`config.mk`:
```
export PLATFORM = sky130hd
export DESIGN_NAME = mem_stage_lsu
export DESIGN_NICKNAME = d
export VERILOG_FILES = /design/src/rtl/mem_stage_lsu.sv
export SDC_FILE = /design/constraint.sdc
export NUM_CORES = 1
export LEC_CHECK = 0
export CORE_MARGIN = 3
export CORE_UTILIZATION = 29
export CTS_BUF_LIST = sky130_fd_sc_hd__clkbuf_2 sky130_fd_sc_hd__clkbuf_4 sky130_fd_sc_hd__clkbuf_8
export CTS_CLUSTER_DIAMETER = 40
export CTS_CLUSTER_SIZE = 28
export DETAILED_ROUTE_END_ITERATION = 6
export HOLD_SLACK_MARGIN = 0.1
export PLACE_DENSITY_LB_ADDON = 0.3
export SYNTH_ARGS = -nofsm -noshare
export SYNTH_HDL_FRONTEND = slang
export SYNTH_SLANG_ARGS = --single-unit
```
`constraint.sdc`:
```
create_clock -name clk -period 2.8 [get_ports clk]
set_clock_uncertainty 0.15 [all_clocks]
set_input_delay 0.56 -clock clk [delete_from_list [all_inputs] [get_ports clk]]
set_output_delay 0.56 -clock clk [all_outputs]
set_load 0.02 [all_outputs]
```
`src/rtl/mem_stage_lsu.sv`:
```
// -----------------------------------------------------------------------------
// mem_stage_lsu
//
// Memory-stage load/store unit of the five-stage RISC-V pipeline.
//
// The unit takes the address and store data from the E/M pipeline register.
// It performs byte, halfword and word accesses on a valid/ready data-memory
// port. It returns the extended load result to the M/W register. While an
// access waits on memory, it holds the front of the pipeline with stall_M.
//
// Ports:
//   clk, rst             single rising-edge clock, synchronous active-high reset
//   ALU_result_M         byte address of the access
//   write_data_M         store data (rs2)
//   ctrl_mem_read_M      load present in M
//   ctrl_mem_write_M     store present in M
//   funct3_M             access size / signedness
//   dmem_req/we/addr/wdata/be
//                        request to data memory (word address, lane-replicated
//                        data, byte enables)
//   dmem_ready           memory accepts/completes the request this cycle
//   dmem_rdata           read word, valid with dmem_ready
//   data_memory_RD_M     extended load result (combinational, completion cycle)
//   stall_M              hold F/D/E/M while an access is outstanding
//   addr_fault_M         misaligned / illegal funct3 / read+write conflict
//   bus_error_M          access aborted after TIMEOUT wait cycles
//
// Outputs are combinational on purpose. The load data and the stall must
// act in the same cycle that memory answers, so that a zero-wait access
// costs no stall cycle.
// -----------------------------------------------------------------------------
module mem_stage_lsu #(
  parameter int TIMEOUT = 16
) (
  input  logic        clk,
  input  logic        rst,
  input  logic [31:0] ALU_result_M,
  input  logic [31:0] write_data_M,
  input  logic        ctrl_mem_read_M,
  input  logic        ctrl_mem_write_M,
  input  logic [2:0]  funct3_M,
  output logic        dmem_req,
  output logic        dmem_we,
  output logic [31:0] dmem_addr,
  output logic [31:0] dmem_wdata,
  output logic [3:0]  dmem_be,
  input  logic        dmem_ready,
  input  logic [31:0] dmem_rdata,
  output logic [31:0] data_memory_RD_M,
  output logic        stall_M,
  output logic        addr_fault_M,
  output logic        bus_error_M
);

  localparam int CNT_W = (TIMEOUT > 2) ? $clog2(TIMEOUT) : 1;
  localparam logic [CNT_W-1:0] CNT_MAX  = CNT_W'(TIMEOUT - 1);
  localparam logic [CNT_W-1:0] CNT_ZERO = CNT_W'(0);
  localparam logic [CNT_W-1:0] CNT_ONE  = CNT_W'(1);

  // funct3 encodings used by loads and stores
  localparam logic [2:0] F3_B  = 3'b000;
  localparam logic [2:0] F3_H  = 3'b001;
  localparam logic [2:0] F3_W  = 3'b010;
  localparam logic [2:0] F3_BU = 3'b100;
  localparam logic [2:0] F3_HU = 3'b101;

  typedef enum logic [0:0] {
    S_IDLE = 1'b0,
    S_WAIT = 1'b1
  } state_t;

  state_t           state_q, state_d;
  logic [CNT_W-1:0] cnt_q, cnt_d;

  logic access_s;
  logic fault_s;

  // ---------------------------------------------------------------------------
  // Helper functions
  // ---------------------------------------------------------------------------

  // True when the access must not reach memory: conflicting read+write,
  // unsupported size code for the direction, or a misaligned address.
  function automatic logic access_illegal(input logic       rd,
                                          input logic       wr,
                                          input logic [2:0] f3,
                                          input logic [1:0] a);
    logic bad;
    bad = 1'b0;
    if (rd && wr) begin
      bad = 1'b1;
    end else if (rd) begin
      case (f3)
        F3_B, F3_BU: bad = 1'b0;
        F3_H, F3_HU: bad = a[0];
        F3_W:        bad = (a != 2'b00);
        default:     bad = 1'b1;
      endcase
    end else if (wr) begin
      case (f3)
        F3_B:    bad = 1'b0;
        F3_H:    bad = a[0];
        F3_W:    bad = (a != 2'b00);
        default: bad = 1'b1;
      endcase
    end else begin
      bad = 1'b0;
    end
    return bad;
  endfunction

  // Byte enables for a store of the given size at the given byte offset.
  function automatic logic [3:0] store_be(input logic [2:0] f3,
                                          input logic [1:0] a);
    logic [3:0] be;
    case (f3)
      F3_B:    be = 4'b0001 << a;
      F3_H:    be = 4'b0011 << {a[1], 1'b0};
      F3_W:    be = 4'b1111;
      default: be = 4'b0000;
    endcase
    return be;
  endfunction

  // Replicate the store data into every lane so the byte enables alone
  // choose where it lands in the word.
  function automatic logic [31:0] store_wdata(input logic [2:0]  f3,
                                              input logic [31:0] d);
    logic [31:0] w;
    case (f3)
      F3_B:    w = {4{d[7:0]}};
      F3_H:    w = {2{d[15:0]}};
      default: w = d;
    endcase
    return w;
  endfunction

  // Select the addressed byte/half from the read word and extend it.
  function automatic logic [31:0] load_extract(input logic [2:0]  f3,
                                               input logic [1:0]  a,
                                               input logic [31:0] rdata);
    logic [7:0]  byte_v;
    logic [15:0] half_v;
    logic [31:0] r;
    case (a)
      2'b00:   byte_v = rdata[7:0];
      2'b01:   byte_v = rdata[15:8];
      2'b10:   byte_v = rdata[23:16];
      2'b11:   byte_v = rdata[31:24];
      default: byte_v = 8'h00;
    endcase
    if (a[1]) begin
      half_v = rdata[31:16];
    end else begin
      half_v = rdata[15:0];
    end
    case (f3)
      F3_B:    r = {{24{byte_v[7]}}, byte_v};
      F3_BU:   r = {24'h000000, byte_v};
      F3_H:    r = {{16{half_v[15]}}, half_v};
      F3_HU:   r = {16'h0000, half_v};
      F3_W:    r = rdata;
      default: r = 32'h0000_0000;
    endcase
    return r;
  endfunction

  // ---------------------------------------------------------------------------
  // Datapath
  // ---------------------------------------------------------------------------

  assign access_s   = ctrl_mem_read_M | ctrl_mem_write_M;
  assign fault_s    = access_s & access_illegal(ctrl_mem_read_M, ctrl_mem_write_M,
                                                funct3_M, ALU_result_M[1:0]);
  assign dmem_addr  = {ALU_result_M[31:2], 2'b00};
  assign dmem_wdata = store_wdata(funct3_M, write_data_M);

  // State and wait-counter register
  always_ff @(posedge clk) begin
    if (rst) begin
      state_q <= S_IDLE;
      cnt_q   <= CNT_ZERO;
    end else begin
      state_q <= state_d;
      cnt_q   <= cnt_d;
    end
  end

  // Next-state logic and all handshake/status outputs
  always_comb begin
    state_d          = state_q;
    cnt_d            = cnt_q;
    dmem_req         = 1'b0;
    dmem_we          = 1'b0;
    dmem_be          = 4'b0000;
    stall_M          = 1'b0;
    addr_fault_M     = 1'b0;
    bus_error_M      = 1'b0;
    data_memory_RD_M = 32'h0000_0000;

    if (rst) begin
      // Every output stays at its zero default. Reset in WAIT therefore
      // drops the request in the same cycle.
      state_d = S_IDLE;
      cnt_d   = CNT_ZERO;
    end else if (!access_s) begin
      state_d = S_IDLE;
      cnt_d   = CNT_ZERO;
    end else if (fault_s) begin
      // A faulted access never reaches memory. The fault is reported at once,
      // and the pipeline moves on so the trap can be taken.
      addr_fault_M = 1'b1;
      state_d      = S_IDLE;
      cnt_d        = CNT_ZERO;
    end else begin
      dmem_req = 1'b1;
      dmem_we  = ctrl_mem_write_M;
      if (ctrl_mem_write_M) begin
        dmem_be = store_be(funct3_M, ALU_result_M[1:0]);
      end else begin
        dmem_be = 4'b1111;
      end

      case (state_q)
        S_IDLE: begin
          if (dmem_ready) begin
            state_d = S_IDLE;
            if (ctrl_mem_read_M) begin
              data_memory_RD_M = load_extract(funct3_M, ALU_result_M[1:0], dmem_rdata);
            end else begin
              data_memory_RD_M = 32'h0000_0000;
            end
          end else begin
            stall_M = 1'b1;
            state_d = S_WAIT;
            cnt_d   = CNT_ZERO;
          end
        end

        S_WAIT: begin
          // If ready and the timeout fall in the same cycle, ready wins.
          if (dmem_ready) begin
            state_d = S_IDLE;
            cnt_d   = CNT_ZERO;
            if (ctrl_mem_read_M) begin
              data_memory_RD_M = load_extract(funct3_M, ALU_result_M[1:0], dmem_rdata);
            end else begin
              data_memory_RD_M = 32'h0000_0000;
            end
          end else if (cnt_q == CNT_MAX) begin
            bus_error_M = 1'b1;
            state_d     = S_IDLE;
            cnt_d       = CNT_ZERO;
          end else begin
            stall_M = 1'b1;
            cnt_d   = cnt_q + CNT_ONE;
          end
        end

        default: begin
          state_d = S_IDLE;
          cnt_d   = CNT_ZERO;
        end
      endcase
    end
  end

endmodule
```
# Yosys cells after proc, flatten, opt, wreduce, memory -nomap -nowiden
# Cells that the tools add are included.
classes:
  shifts: 2
  addsub: 1
  muxes: 45
  n_reduce_logical: 7
  n_eq_ne: 9
  bitwise_logic: 4
ops:
  columns: ["op", "count"]
  rows:
  - ["$mux 32", 5]
  - ["$pmux 32 s5", 1]
  - ["$pmux 32 s2", 1]
  - ["$pmux 8 s4", 1]
  - ["$mux 4", 7]
  - ["$mux 1", 24]
  - ["$mux 16", 1]
  - ["$pmux 4 s3", 1]
  - ["$pmux 4 s2", 1]
  - ["$eq 3x3->1 const B", 2]
  - ["$pmux 1 s3", 2]
  - ["$add 4x1->4 const B", 1]
  - ["$eq 2x2->1 const B", 2]
  - ["$eq 4x4->1 const B", 1]
  - ["$reduce_or 2->1", 2]
  - ["$shl 1x2->4 const A", 1]
  - ["$shl 2x2->4 const A", 1]
  - ["$eq 3x1->1 const B", 1]
  - ["$eq 3x2->1 const B", 1]
  - ["$logic_not 3->1", 1]
  - ["$reduce_or 3->1", 1]
  - ["$eq 2x1->1 const B", 1]
  - ["$logic_not 2->1", 1]
  - ["$ne 2x2->1 const B", 1]
  - ["6 further kinds", 7]
word_totals:
  output_inout_bits: 105
  inputBits: 104
  reg_bits: 5
  elab_cells: 70

# Depth between registers and ports, before layout
# Gate-level depths: netlist of run 1.
depth:
  depth_word: 9
  ltp_mapped: 6
  ltp_nobuf: 5

# Least setup slack after synthesis of run 1
# Ideal clock, no wire load.
synth_timing:
  path_type: "input -> output"
  start: "in funct3_M[2]"
  end: "out stall_M"
  arrival_time_ps: 1961
  cell_stages: 5
  setup_slack_ps: 129
  required_time_ps: 2090
  path_buffers: 1
  cell_sequence: "buf_6 nor4_4 a21oi_1 or3_1 a211oi_1"
synth_via:
  elab_chain_cells: 9
  word_cells_on_any_way: 16
synth_rtl:
  columns: ["item", "line_no", "rtl"]
  rows:
  - ["from (decl)", "41", "input logic [2:0] funct3_M,"]
  - ["$eq 3x2->1 (tied with other cells)", "93, 100", null]
  - ["$pmux 1 s3 / $reduce_or 2->1 (equally long branches)", "100, 93", null]
  - ["$mux 1 / $pmux 1 s3 (equally long branches)", "99, 93", null]
  - ["$mux 1 (*)", "92", "end else if (rd) begin"]
  - ["$mux 1 (*)", "90", "if (rd && wr) begin"]
  - ["$and 1x1->1 (*)", "173", "assign fault_s = access_s & access_illegal(ctrl_mem_read_M, ctrl_mem_write_M,"]
  - ["$mux 1 (*)", "209", "end else if (fault_s) begin"]
  - ["$mux 1 (*)", null, null]
  - ["$mux 1 (*)", "201", "if (rst) begin"]
  - ["to (decl)", "50", "output logic stall_M,"]
# Mark *: on every way between the ends. The rest lies on a longest branch, timed or not.

# Worst setup path after layout of run 1
layout_timing:
  start: "in funct3_M[0]"
  end: "out data_memory_RD_M[20]"
layout_via:
  elab_chain_cells: 9
  word_cells_on_any_way: 19
layout_rtl:
  columns: ["item", "line_no", "rtl"]
  rows:
  - ["$eq 3x2->1 (tied with other cells)", "93, 100, 157", null]
  - ["$pmux 1 s3 / $reduce_or 2->1 (equally long branches)", "100, 93", null]
  - ["$mux 1 / $pmux 1 s3 (equally long branches)", "99, 93", null]
  - ["$mux 1", "92", null]
  - ["$mux 1", "90", null]
  - ["$and 1x1->1", "173", null]
  - ["$mux 32 (*)", "209", null]
  - ["$mux 32 (*)", "206", "end else if (!access_s) begin"]
  - ["$mux 32 (*)", "201", null]
  - ["to (decl)", "49", "output logic [31:0] data_memory_RD_M,"]
# Marks and branches as above.

==> results.sh, run 1 <==
export IMPL_power_density_nw_per_um2=200
export IMPL_initial_core_util=0.311
export IMPL_synth_flop_cell="dfxtp_1"
export IMPL_setup_viol=0
export IMPL_ios=209
export IMPL_syn_to_final_growth_pct=81.2
export IMPL_synthCells=263
export IMPL_async_flop_share=0
export IMPL_insertion_delay_ns=0.22
export IMPL_grt_start_max_net_pins=25
export IMPL_fmax_mhz=370
export IMPL_layout_common_cells="clkdlybuf4s50_1, buf_4, a21oi_1"
export IMPL_drt_first_pass_iters=5
export IMPL_status="finished, final reports clean"
export IMPL_antenna_cells=0
export IMPL_antenna_left=0
export IMPL_ys_warn_count=0
export IMPL_dpl_cell_area_sq_um=3430
export IMPL_drive_above_1_share=0.425
export IMPL_path_cells="buf_2 > nor4_4 > buf_4 > o21ai_2 > a211o_4 > buf_12 > a21oi_2 > buf_4"
export IMPL_drtIter0Drc=156
export IMPL_total_power_mw=0.690
export IMPL_dr_total_vias=2494
export IMPL_slowest_stage="a211o_4"
export IMPL_nNetsFinal=513
export IMPL_crit_arrival_ns=1.99
export IMPL_mostFrequentLayoutCell="clkdlybuf4s50_1"
export IMPL_synth_seq_cells=5
export IMPL_grt_setup_unrepaired="no"
export IMPL_irDropWorstVdd_mv=0.155
export IMPL_cts_tree="yes"
export IMPL_dpl_cell_count=469
export IMPL_grt_use_total=0.207
export IMPL_clk_path_buf_depth=2
export IMPL_cts_sinks=5
export IMPL_maxCapViolations=0
export IMPL_grt_pass1_wl_mm=12.5
export IMPL_clk_pin_slew_ns=0.03
export IMPL_finalCritPeriodShare=0.966
export IMPL_start_kind="input pin"
export IMPL_numPortBuffers=146
export IMPL_path_max_fanout=6
export IMPL_place_ws_ns=-0.710
export IMPL_totalWireLength_mm=8.20
export IMPL_cts_root_buf="clkbuf_8"
export IMPL_criticalPathCategory="input pin to output port"
export IMPL_synth_cell_types=41
export IMPL_coreArea_sq_um=6130
export IMPL_synth_seq_area_share=0.0526
export IMPL_antenna_found_initial=0
export IMPL_slew_viol_final=0
export IMPL_grt_pass1_vias=2479
export IMPL_viasPerCell=5.17
export IMPL_wire_per_inst_um=17.0
export IMPL_htreeDepth=1
export IMPL_fin_ws_ns=0.0962
export IMPL_syn_area_sq_um=1900
export IMPL_endpoint_kind="output port"
export IMPL_cp_slowest_stage_delay_ns=0.34
export IMPL_gp_congestion=0.794
export IMPL_num_rows=28
export IMPL_fin_crit_ns=2.70
export IMPL_route_detailed_drc=0
export IMPL_crit_top_cell="buf_4"
export IMPL_fin_cells=482
export IMPL_p_leak_nw=1.52
export IMPL_die_h_um=87.0
export IMPL_synth_avg_cell_area_sq_um=7.24
export IMPL_fin_area_sq_um=3450
export IMPL_hpwlAfterDp_mm=6.42
export IMPL_worstPathRequired_ns=2.09
export IMPL_min_path_type="flop to flop"
export IMPL_dieArea_sq_um=7580
export IMPL_hold_violations=0
export IMPL_dieWidth_um=87.0
export IMPL_grt_overflow=0
export IMPL_cts_made_buffers=3
export IMPL_synth_edf_count=0
export IMPL_fin_setup_tns_ns=0
export IMPL_holdBufCountCts=0
## per-layer routing
| metal | track usage | vias to the layer above | share of wire | routed length [um] |
|---|---|---|---|---|
| met5 | 0 | - | 0 | 0 |
| met1 | 0.249 | 1159 | 0.38 | 3090 |
| met2 | 0.378 | 116 | 0.53 | 4300 |
| met3 | 0.0407 | 18 | 0.084 | 688 |
| met4 | 0.0425 | 0 | 0.013 | 110 |
| li1 | - | 1201 | - | - |
## logic make-up after synthesis
kind of cell	Yosys count	synth area share
AOI/OAI and AO/OA	80	0.275
and+or+nand+nor	75	0.206
buffers and inverters	60	0.217
muxes	40	0.237
DFF	5	0.0526
adders and majority gates	1	0.00657
other	1	0.00197
xor gates and xnor gates	1	0.00460
## stage by stage
| step | hold slack [ns] | util |
|---|---|---|
| after floorplan | 0.313 | - |
| after global placement | 0.327 | 0.559 |
| after detailed placement | 0.331 | 0.559 |
| after CTS | 0.330 | 0.565 |
| after global routing | 0.389 | 0.563 |
| final | 0.350 | 0.563 |
## critical path, delay by kind of cell
kind / cells / cell delay (ns)
compound gates: 3 / 0.55
buf+inv: 4 / 0.59
simple gates: 1 / 0.30
## power by group
part	switching, mW	internal [mW]	total (mW)
sequential	0.000566	0.0721	0.0727
combinational	0.222	0.251	0.474
clock	0.0365	0.107	0.144
## timing repair
action / in CTS / in global routing
endpoints found under the setup margin: 65 / 41
setup buffers: 9 / 0
hold endpoints to repair: 0 / 0
pin swaps: 6 / 7
gates cloned: 2 / 0
gates resized for setup: 258 / 25
## state kept, by name, indices dropped and copies added, names as in the netlist
| name | cells |
|---|---|
| state_q | 1 |
| cnt_q | 4 |
## worst paths after layout
path                         start                    end  slack, ns  cells past startpoint
max                    funct3_M[0]   data_memory_RD_M[20]        0.1                      8
min          cnt_q[3]$_SDFFE_PP0P_  cnt_q[3]$_SDFFE_PP0P_       0.35                      2
max reg2reg  cnt_q[0]$_SDFFE_PP0P_  cnt_q[0]$_SDFFE_PP0P_       1.42                      5
min reg2reg  cnt_q[3]$_SDFFE_PP0P_  cnt_q[3]$_SDFFE_PP0P_       0.35                      2
## synth_stat cells, types with 2 or more instances
| cell type | number | area share |
|---|---|---|
| a21oi_1 | 41 | 0.11 |
| nor2_1 | 19 | 0.037 |
| and3b_1 | 2 | 0.0092 |
| buf_4 | 43 | 0.17 |
| nor3_1 | 6 | 0.016 |
| buf_6 | 2 | 0.012 |
| o21a_1 | 2 | 0.0079 |
| o21ai_0 | 2 | 0.0053 |
| a22oi_1 | 16 | 0.063 |
| dfxtp_1 | 5 | 0.053 |
| clkbuf_1 | 4 | 0.0079 |
| nand3b_1 | 3 | 0.012 |
| a21o_1 | 2 | 0.0079 |
| mux2i_1 | 9 | 0.047 |
| nand2b_1 | 4 | 0.013 |
| a21oi_2 | 11 | 0.051 |
| o21ai_2 | 2 | 0.0092 |
| buf_2 | 9 | 0.024 |
| nor2b_1 | 6 | 0.020 |
| mux2_2 | 29 | 0.17 |
| nand2_1 | 26 | 0.051 |
## final cells by class
cell class,instances,area (sq um)
tap,75,93.8
multi-input combinational,200,1490
clock buffer,4,48.8
timing repair buffer,197,1710
fill,604,2680
sequential,5,100
inverter,1,3.75
No activity file was read; power rests on OpenSTA's default activity.
==> run 2: changes to the inputs <==
ABC_AREA = 1   (was not set)
CORE_UTILIZATION = 31   (was 29)
clock period = 3 ns   (was 2.8 ns; I/O delays follow)
==> results.sh, run 2 <==
export IMPL_insertion_delay_ns=0.22
export IMPL_dr_total_vias=2936
export IMPL_maxCapViolations=0
export IMPL_wire_per_inst_um=12.8
export IMPL_drtIter0Drc=191
export IMPL_drt_first_pass_iters=5
export IMPL_totalWireLength_mm=8.08
export IMPL_synthCells=420
export IMPL_dieArea_sq_um=7700
export IMPL_crit_arrival_ns=2.11
export IMPL_fillCellCount=649
export IMPL_hpwlAfterDp_mm=6.76
export IMPL_coreArea_sq_um=6420
export IMPL_syn_to_final_growth_pct=70.8
export IMPL_synth_compound_area_frac=0.155
export IMPL_setup_viol=0
export IMPL_start_kind="input pin"
export IMPL_clk_pin_slew_ns=0.03
export IMPL_synth_common_cells="inv_1, nand2_1, nor2_1"
export IMPL_synth_cell_types=28
export IMPL_path_max_fanout=16
export IMPL_grt_pass1_wl_mm=12.7
export IMPL_die_h_um=87.8
export IMPL_mostFrequentLayoutCell="inv_1"
export IMPL_grt_start_max_net_pins=33
export IMPL_reg_top3="cnt_q: 4 flops, state_q: 1 flops"
export IMPL_grt_overflow=0
export IMPL_slowest_stage="clkdlybuf4s50_1"
export IMPL_yosysTopAreaCell="buf_4"
export IMPL_cts_sinks=5
export IMPL_fin_setup_tns_ns=0
export IMPL_synthTopCellsByArea="buf_4, inv_1, nand2_1, nor2_1, nand3_1"
export IMPL_irDropWorstVdd_mv=0.113
export IMPL_worstPathRequired_ns=2.25
export IMPL_synth_seq_area_share=0.0483
export IMPL_fmax_mhz=349
export IMPL_whs_ns=0.416
export IMPL_path_cells="clkdlybuf4s50_1 > inv_1 > a21oi_2 > nand3_4 > clkbuf_16 > nor2_1 > buf_2"
export IMPL_numPortBuffers=146
export IMPL_cp_num_buf_inv=4
export IMPL_cts_root_buf="clkbuf_8"
export IMPL_synthXorXnorAreaFrac=0.00423
export IMPL_ys_warn_count=0
export IMPL_synth_seq_cells=5
export IMPL_synth_edf_count=0
export IMPL_synth_flop_cell="dfxtp_1"
export IMPL_power_density_nw_per_um2=188
export IMPL_synth_fa_ha_area_frac=0.00604
export IMPL_min_path_type="flop to flop"
export IMPL_grt_setup_unrepaired="no"
export IMPL_hold_violations=0
export IMPL_synthMuxAreaShare=0.0217
export IMPL_syn_area_sq_um=2070
export IMPL_antenna_found_initial=0
export IMPL_fin_cells=633
export IMPL_cts_tree="yes"
export IMPL_synth_avg_cell_area_sq_um=4.93
export IMPL_r2r_setup_slack_ns=1.60
export IMPL_top_register="cnt_q"
export IMPL_slew_viol_final=0
export IMPL_largest_reg_flops=4
export IMPL_fin_crit_ns=2.86
export IMPL_criticalPathCategory="input pin to output port"
export IMPL_num_rows=29
export IMPL_dpl_cell_count=626
export IMPL_fin_area_sq_um=3540
export IMPL_status="finished, final reports clean"
export IMPL_grt_use_total=0.199
export IMPL_initial_core_util=0.323
export IMPL_grt_pass1_vias=2843
export IMPL_crit_family="buffers and inverters"
export IMPL_layout_common_cells="inv_1, nand2_1, clkdlybuf4s50_1"
export IMPL_synth_simple_gate_area_share=0.414
export IMPL_finalCritPeriodShare=0.954
export IMPL_p_leak_nw=1.93
export IMPL_gp_congestion=0.853
export IMPL_yosysTopAreaCellShare=0.156
export IMPL_synth_top_family_by_area="simple AND/OR/NAND/NOR gates"
export IMPL_drive_above_1_share=0.196
export IMPL_cp_slowest_stage_delay_ns=0.49
export IMPL_holdBufCountCts=0
export IMPL_cts_made_buffers=3
export IMPL_antenna_left=0
export IMPL_htreeDepth=1
export IMPL_endpoint_kind="output port"
export IMPL_ios=209
export IMPL_route_detailed_drc=0
export IMPL_viasPerCell=4.64
export IMPL_antenna_cells=0
export IMPL_dieWidth_um=87.8
export IMPL_nNetsFinal=662
export IMPL_clk_path_buf_depth=2
export IMPL_dpl_cell_area_sq_um=3590
export IMPL_async_flop_share=0
export IMPL_total_power_mw=0.665
-- run 2: area by class of cell --
cell class                      count  area [sq um]  area share
Tap cell                           77          96.3      0.0272
Multi-Input combinational cell    271          1290       0.364
Inverter                           88           330      0.0933
Sequential cell                     5           100      0.0283
Timing Repair Buffer              188          1670       0.473
Clock buffer                        4          48.8      0.0138
-- run 2: layer usage --
layer,GRT usage,vias to the layer above,share of wire
li1,-,1520,-
met1,0.222,1277,0.39
met2,0.384,123,0.52
met3,0.0376,16,0.083
met4,0.0488,0,0.011
met5,0,-,0
-- run 2: final timing paths --
| kind | startpoint | endpoint | cells past startpoint |
|---|---|---|---|
| worst max-delay path | ctrl_mem_read_M | data_memory_RD_M[12] | 7 |
| worst min-delay path | cnt_q[3]$_SDFFE_PP0P_ | cnt_q[3]$_SDFFE_PP0P_ | 2 |
| worst max register to register | cnt_q[0]$_SDFFE_PP0P_ | cnt_q[0]$_SDFFE_PP0P_ | 8 |
| worst min register to register | cnt_q[3]$_SDFFE_PP0P_ | cnt_q[3]$_SDFFE_PP0P_ | 2 |
-- run 2: cells by family after synthesis --
kind of cell | after synthesis
DFF | 5
AOI/OAI and AO/OA | 58
xor gates and xnor gates | 1
muxes | 4
buffers and inverters | 145
and+or+nand+nor | 205
other | 1
adders and majority gates | 1
-- run 2: power by group --
group / total [mW] / internal, mW / switching (mW)
clock network: 0.129 / 0.0999 / 0.0292
logic: 0.468 / 0.230 / 0.238
registers: 0.0682 / 0.0677 / 0.000550
total: 0.665 / 0.397 / 0.268
-- run 2: metrics by stage --
step	utilization	worst slack, ns
global route	0.551	0.0219
global placement	0.559	-0.438
floorplan	-	0.532
detailed placement	0.559	-0.476
finish	0.551	0.137
CTS	0.538	-0.00329
-- run 2: worst register-to-register path: cells and delay by family, from the launching register on --
kind	cells	cell delay, ns
flip-flops	1	0.37
adder cells (fa/ha/maj)	1	0.18
AND/OR/NAND/NOR	4	0.28
AO/OA/AOI/OAI	1	0.17
buffers and inverters	2	0.13
-- run 2: timing repair --
action,in CTS,in global routing
gates resized for setup,198,25
pin swaps,1,3
setup buffers,1,1
cloned,0,1
endpoints found under the setup margin,65,65
==> run 3: changes to the inputs <==
CTS_CLUSTER_SIZE = 8   (was 28)
==> results of run 3 <==
The final DEF is identical to that of run 2; final timing and power are the same.
